==> src/rtl/prio_irq_encoder_if.sv <==
// Request/grant bundle between peripheral event lines, the priority encoder
// and the controller that services the granted channel.
interface prio_irq_encoder_if #(
  parameter int N  = 8,
  parameter int IW = $clog2(N)
);
  logic [N-1:0]  req;
  logic [N-1:0]  mask;
  logic          ack;
  logic          valid;
  logic [IW-1:0] index;
  logic          zero;
  logic [N-1:0]  pending;

  modport master (output req, mask, ack, input valid, index, zero, pending);
  modport slave  (input req, mask, ack, output valid, index, zero, pending);
endinterface

==> src/rtl/prio_irq_encoder.sv <==
// Registered priority encoder: sticky pending bits, enable mask, fixed or
// rotating selection, and a valid/ack handshake with a one-cycle bubble.
module prio_irq_encoder #(
  parameter int N       = 8,
  parameter int RR_MODE = 0
) (
  input  logic               clk,
  input  logic               rst,
  prio_irq_encoder_if.slave  bus
);
  localparam int IW = $clog2(N);

  typedef enum logic {S_IDLE, S_PRESENT} state_t;

  state_t        r_state;
  logic          r_valid;
  logic [IW-1:0] r_index;
  logic          r_zero;
  logic [N-1:0]  r_pending;
  logic [IW-1:0] r_rr_ptr;

  logic [N-1:0]  w_elig;
  logic [N-1:0]  w_clr;
  logic [N-1:0]  w_pend_next;
  logic [IW-1:0] w_sel;
  logic          w_accept;

  assign w_elig      = r_pending & bus.mask;
  assign w_accept    = bus.ack && r_valid;
  assign w_pend_next = (r_pending & ~w_clr) | bus.req;

  always_comb begin
    w_clr = '0;
    if (w_accept) w_clr[r_index] = 1'b1;
  end

  // Fixed: last hit in an upward scan is the highest index.
  // Rotating: first hit scanning down from r_rr_ptr with wrap.
  always_comb begin
    int  j;
    logic found;
    w_sel = '0;
    found = 1'b0;
    j     = 0;
    if (RR_MODE != 0) begin
      for (int i = 0; i < N; i++) begin
        j = int'(r_rr_ptr) - i;
        if (j < 0) j = j + N;
        if (!found && w_elig[j]) begin
          w_sel = IW'(j);
          found = 1'b1;
        end
      end
    end else begin
      for (int i = 0; i < N; i++)
        if (w_elig[i]) w_sel = IW'(i);
    end
  end

  always_ff @(posedge clk) begin
    if (rst) begin
      r_state   <= S_IDLE;
      r_valid   <= 1'b0;
      r_index   <= '0;
      r_zero    <= 1'b1;
      r_pending <= '0;
      r_rr_ptr  <= IW'(N - 1);
    end else begin
      r_pending <= w_pend_next;
      r_zero    <= ((w_pend_next & bus.mask) == '0);
      case (r_state)
        S_IDLE: begin
          if (w_elig != '0) begin
            r_index <= w_sel;
            r_valid <= 1'b1;
            r_state <= S_PRESENT;
          end
        end
        S_PRESENT: begin
          // Presented index stays frozen until accepted, even if masked.
          if (bus.ack) begin
            r_valid <= 1'b0;
            r_state <= S_IDLE;
            if (RR_MODE != 0)
              r_rr_ptr <= (r_index == '0) ? IW'(N - 1) : r_index - 1'b1;
          end
        end
        default: begin
          r_state <= S_IDLE;
          r_valid <= 1'b0;
        end
      endcase
    end
  end

  assign bus.valid   = r_valid;
  assign bus.index   = r_index;
  assign bus.zero    = r_zero;
  assign bus.pending = r_pending;
endmodule

==> src/flat_wrapper.sv <==
// flat-port wrapper written by rule: the top's interface ports become plain ports
module prio_irq_encoder_flat 
#(
  parameter int N       = 8,
  parameter int RR_MODE = 0
)
  (clk, rst, bus_req, bus_mask, bus_ack, bus_valid, bus_index, bus_zero, bus_pending);
  prio_irq_encoder_if #(.N(N)) bus_i ();
  input  logic clk;
  input  logic rst;
  input wire logic [$bits(bus_i.req)-1:0] bus_req;
  input wire logic [$bits(bus_i.mask)-1:0] bus_mask;
  input wire logic [$bits(bus_i.ack)-1:0] bus_ack;
  output wire logic [$bits(bus_i.valid)-1:0] bus_valid;
  output wire logic [$bits(bus_i.index)-1:0] bus_index;
  output wire logic [$bits(bus_i.zero)-1:0] bus_zero;
  output wire logic [$bits(bus_i.pending)-1:0] bus_pending;
  assign bus_i.req = bus_req;
  assign bus_i.mask = bus_mask;
  assign bus_i.ack = bus_ack;
  assign bus_valid = bus_i.valid;
  assign bus_index = bus_i.index;
  assign bus_zero = bus_i.zero;
  assign bus_pending = bus_i.pending;
  prio_irq_encoder #(.N(N), .RR_MODE(RR_MODE)) u_core (.clk(clk), .rst(rst), .bus(bus_i));
endmodule
==> config.mk <==
export PLATFORM = sky130hd
export DESIGN_NAME = prio_irq_encoder_flat
export DESIGN_NICKNAME = d
export VERILOG_FILES = /design/src/rtl/prio_irq_encoder_if.sv /design/src/rtl/prio_irq_encoder.sv /design/src/flat_wrapper.sv
export SDC_FILE = /design/constraint.sdc
export NUM_CORES = 1
export LEC_CHECK = 0
export CAP_MARGIN = 25
export CORE_MARGIN = 3
export CORE_UTILIZATION = 42
export CTS_BUF_LIST = sky130_fd_sc_hd__clkbuf_2 sky130_fd_sc_hd__clkbuf_4 sky130_fd_sc_hd__clkbuf_8
export DETAILED_ROUTE_END_ITERATION = 10
export PLACE_DENSITY = 0.74
export SLEW_MARGIN = 10
export SYNTH_ARGS = -nofsm -noshare
export SYNTH_HDL_FRONTEND = slang
export SYNTH_SLANG_ARGS = --single-unit
export TNS_END_PERCENT = 50
==> constraint.sdc <==
create_clock -name clk -period 2.7 [get_ports clk]
set_input_delay 0.54 -clock clk [delete_from_list [all_inputs] [get_ports clk]]
set_output_delay 0.54 -clock clk [all_outputs]
set_load 0.05 [all_outputs]
# Yosys cells after proc, flatten, opt, wreduce, memory -nomap -nowiden
# Index checks and enable logic that the tools add are counted.
dict set report word_totals {
  ff_bits 14
  in_bits 19
  output_inout_bits 13
  elab_cells 37
}
dict set report op_classes {
  order_cmp 2
  eq_ne 2
  muxes 16
  n_bitwise 6
  n_reduce_logical 6
}
# cell count
set ops {}
lappend ops {{8-bit AND} 3}
lappend ops {{3-bit 2-to-1 mux} 4}
lappend ops {{8-bit logical NOT} 1}
lappend ops {{8-bit 2-to-1 mux} 1}
lappend ops {{8-bit NOT} 1}
lappend ops {{8-bit bitwise OR} 1}
lappend ops {{8-bit nonzero test} 1}
lappend ops {{1-bit 2-to-1 mux} 6}
lappend ops {{3-bit by 4-bit less-than comparator with 1-bit output (second input constant)} 1}
lappend ops {{2-bit 2-to-1 mux} 2}
lappend ops {{1-bit one-hot mux with 2 select lines} 2}
lappend ops {{2-bit AND reduction} 2}
lappend ops {{1-bit demux with 3-bit select} 1}
lappend ops {{3-bit by 1-bit greater-or-equal comparator with 1-bit output (second input constant)} 1}
lappend ops {{1-bit logical AND} 2}
lappend ops {{2-bit by 1-bit inequality test with 1-bit output (second input constant)} 1}
lappend ops {{2-bit inequality test (second input constant)} 1}
lappend ops {{1-bit NOT} 1}

# Longest topological paths before layout
dict set report depth {
  depth_word 10
  mapped_depth 5
  ltp_nobuf 4
}

# Worst setup path after synthesis
# OpenSTA, ideal clock, no wires.
dict set report synth_path {
  path_kind {reg2reg}
  startpoint {register u_core.r_pending[1], in the netlist u_core.bus.pending[1]}
  endpoint {register u_core.r_index[1], in the netlist u_core.bus.index[1]}
  setup_time_ns 0.091
  t_arrival_ns 1.462
  t_required_ns 2.609
  path_slack_ns 1.147
  stages_incl_launch_ff 5
  path_buffers 0
  synth_period_minus_slack_ns 1.553
  cell_sequence {dfxtp_1 -> a22oi_1 -> a41oi_2 -> nor2_1 -> a311oi_1}
}
dict set report synth_via {
  elab_chain_len 3
}
# item line_no
set synth_rtl {}
lappend synth_rtl {{from (decl)} prio_irq_encoder.sv:19} ;# logic [N-1:0] r_pending;
lappend synth_rtl {{from (signal assigned)} prio_irq_encoder.sv:69} ;# r_pending <= w_pend_next;
lappend synth_rtl {{8-bit AND} prio_irq_encoder.sv:28} ;# assign w_elig = r_pending & bus.mask;
lappend synth_rtl {{8-bit nonzero test} prio_irq_encoder.sv:73} ;# if (w_elig != '0) begin
lappend synth_rtl {{2-bit AND reduction (no source line)} n/a}
lappend synth_rtl {{to (signal assigned)} prio_irq_encoder.sv:74} ;# r_index <= w_sel;
lappend synth_rtl {{to (decl)} prio_irq_encoder.sv:17} ;# logic [IW-1:0] r_index;
# Every way passes these cells.
# A chain may end at the register's enable or synchronous reset.

# Worst setup path in the final report
dict set report layout_path {
  startpoint {register u_core.r_index[2], in the netlist u_core.bus.index[2]}
  endpoint {output port bus_index[2]}
}
# item line_no
set layout_lines {}
lappend layout_lines {{to (decl)} flat_wrapper.sv:15} ;# output wire logic [$bits(bus_i.index)-1:0] bus_index;
# No word-level cell between the ends.

==> results.yml <==
grt:
  antenna_found_initial: 0
  grt_pass1_vias: 800
  gr-total-overflow: 0
  grt_pass1_wl_mm: 3.726
  grtUsageTotal_pct: 19.78
  grt_max_degree: 15
clocking:
  cts_setup_buffers: 0
  cts_buffers: 3
  cts_tree: "yes"
  clk_latency_ns: 0.29
  ctsHtreeMaxLevel: 1
  clockBufferDepth: 2
  ctsResizeCount: 0
  cts_hold_buf: 0
  cts.sinks: 14
  root_buffer: "clkbuf_4"
  path_clk_slew_ns: 0.09
cells_and_area:
  synthToLayoutAreaGrowth_pct: 42.77
  fin_cells: 156
  final_cell_mix: "clkdlybuf4s50_1 (31), dfxtp_1 (14), nor2_1 (13), a21oi_1 (12), nand2_1 (10)"
  n_antenna_cell: 0
  fin_util_pct: 64.37
  finalNetCount: 151
  layout_commonest_cell: "clkdlybuf4s50_1"
  drive_gt1_share_pct: 7.634
routing:
  wl_mm: 2.226
  drc: 0
  drt_iter0_drc: 14
  dr_total_vias: 852
  ant_nets: 0
  via_per_inst: 5.462
  dr.pass1.iters: 4
  wl_per_cell_microns: 14.27
floorplan:
  die-height_microns: 49.29
  ioPinCount: 32
  core_sq_um: 1745
  rows: 15
  die_area_sq_um: 2429
  start_util_pct: 45.09
  fp.dieW_microns: 49.29
synth:
  synthArstFlopShare_pct: 0
  yosys.cell_types.count: 29
  yosysWarnings: 0
  synth_nets: 120
  syn_inst: 101
  syn_area_sq_um: 787.0
  yosysTopAreaCell: "dfxtp_1"
  ys.flop_type: "dfxtp_1"
  seq_area_frac_synth_pct: 35.61
  synthTopCellsByArea: "dfxtp_1 (36%), a21oi_1 (7.6%), nor2_1 (6.2%)"
  avgSynthCellArea_sq_um: 7.792
  synth_top_cell_area_share_pct: 35.61
  synth_edf_count: 0
  ys_ff_latch: 14
setup_path:
  critPathTopFamily: "buffers and inverters"
  cp_max_fo: 11
  cp_slowest_cell: "clkdlybuf4s50_1"
  critPathMaxStageDelay_ns: 0.88
  start_kind: "flip-flop"
  crit_chain: "clkdlybuf4s50_1"
  critPathBufInv: 1
  critPathRequiredTime_ns: 2.16
  cp_data_arrival_time_ns: 1.74
  end_kind: "output pin"
  worstSetupPathType: "flip-flop to output pin"
flow_run:
  cap_violations: 0
place:
  place_congestion: 0.8270
  placed_cells: 152
  port_buffers: 31
  dp_hpwl_mm: 1.701
pwr:
  clkPwrFrac_pct: 25.1
  p_per_area_nw_per_um2: 553.6
  p_seq_share_pct: 41.1
  switchingPower_w: 0.0002273
  vdd_drop_max_mv: 0.4067
  internal_power_w: 0.0003947
  power_frac_comb_pct: 33.8
  p_sw_share_pct: 36.54
  leakage_nw: 0.4268
sta:
  fin_worst_skew_ns: 0.003175
  whs_ns: 0.5424
  setup_viol: 0
  fmax_ghz: 0.4394
  final_max_slew_viol_count: 0
  hold_viol: 0
  rsz0062_at_grt: "no"
  relSlewSlack_pct: 64.23
  tns_ns: 0
  post-route-min-period_ns: 2.276
  worst_pin_slew_ns: 0.5349
  min_period_over_period_pct: 84.29
hold_path:
  min_path_type: "flip-flop to flip-flop"
run_status:
  status: "finished, final reports clean"
-- registers in the layout, indices dropped and copies added, names as in the netlist --
register / cells
u_core.bus.pending: 8
u_core.bus.index: 3
u_core.bus.valid: 1
u_core.bus.zero: 1
u_core.r_state: 1
-- metal layers --
layer  global-route usage [%]  wire length [microns]  vias up
met5                        0                      0        -
met4                    9.005                     46        0
met3                    3.670                    116        6
met2                    30.13                   1017       34
met1                    26.72                   1045      385
li1                         -                      -      427
-- per-stage QoR --
stage / cell area [sq um] / worst slack (ns) / power, W
3_5_place_dp: 1087 / 0.6682 / 0.0004684
3_3_place_gp: 1087 / 0.7250 / 0.0004646
2_1_floorplan: 787.0 / 1.147 / 0.0003914
5_1_grt: 1124 / 0.3432 / 0.0006548
4_1_cts: 1124 / 0.4336 / 0.0006244
6_report: 1124 / 0.4243 / 0.0006220
-- synthesized netlist by cell type, drive strengths merged, types with 2 or more instances --
cell	instances
a31oi	4
o21ai	8
nor2	13
inv	6
a211oi	2
dfxtp	14
a21o	2
a21oi	12
buf	4
nor4	2
nor3	2
a22oi	5
nand3	2
nand2b	2
nand2	10
a41oi	3
-- power groups by stage --
stage	registers, W	logic, W	clock network [W]
2_1_floorplan	0.000309	0.0000828	0
3_5_place_dp	0.000259	0.000209	0
3_3_place_gp	0.000258	0.000206	0
4_1_cts	0.000255	0.000210	0.000159
5_1_grt	0.000260	0.000224	0.000171
6_report	0.000256	0.000210	0.000156
-- area by class of cell --
cell class	count	area [sq um]
repair buffers	31	310.3
flip-flops and latches	14	280.3
multi-input cells	76	442.9
inverters	6	22.52
clock buffers	4	36.28
well taps	25	31.28
fillers	159	621.8
-- logic make-up after synthesis --
kind of cell / Yosys count / share of synthesized area [%]
compound gates: 39 / 33.86
buf+inv: 11 / 8.107
flops: 14 / 35.61
simple gates: 37 / 22.42
-- path summary, 6_finish.rpt --
path                                         start                          endpoint  slack [ns]  depth (start not counted)
setup / recovery  u_core.bus.index[2]$_SDFFE_PP0P_                      bus_index[2]        0.42                          1
hold / removal    u_core.bus.index[1]$_SDFFE_PP0P_  u_core.bus.index[1]$_SDFFE_PP0P_        0.54                          2
setup reg to reg  u_core.bus.index[0]$_SDFFE_PP0P_        u_core.bus.zero$_SDFF_PP1_        1.26                          4
hold reg to reg   u_core.bus.index[1]$_SDFFE_PP0P_  u_core.bus.index[1]$_SDFFE_PP0P_        0.54                          2
Note: power is estimated with default switching activity, not from simulation.
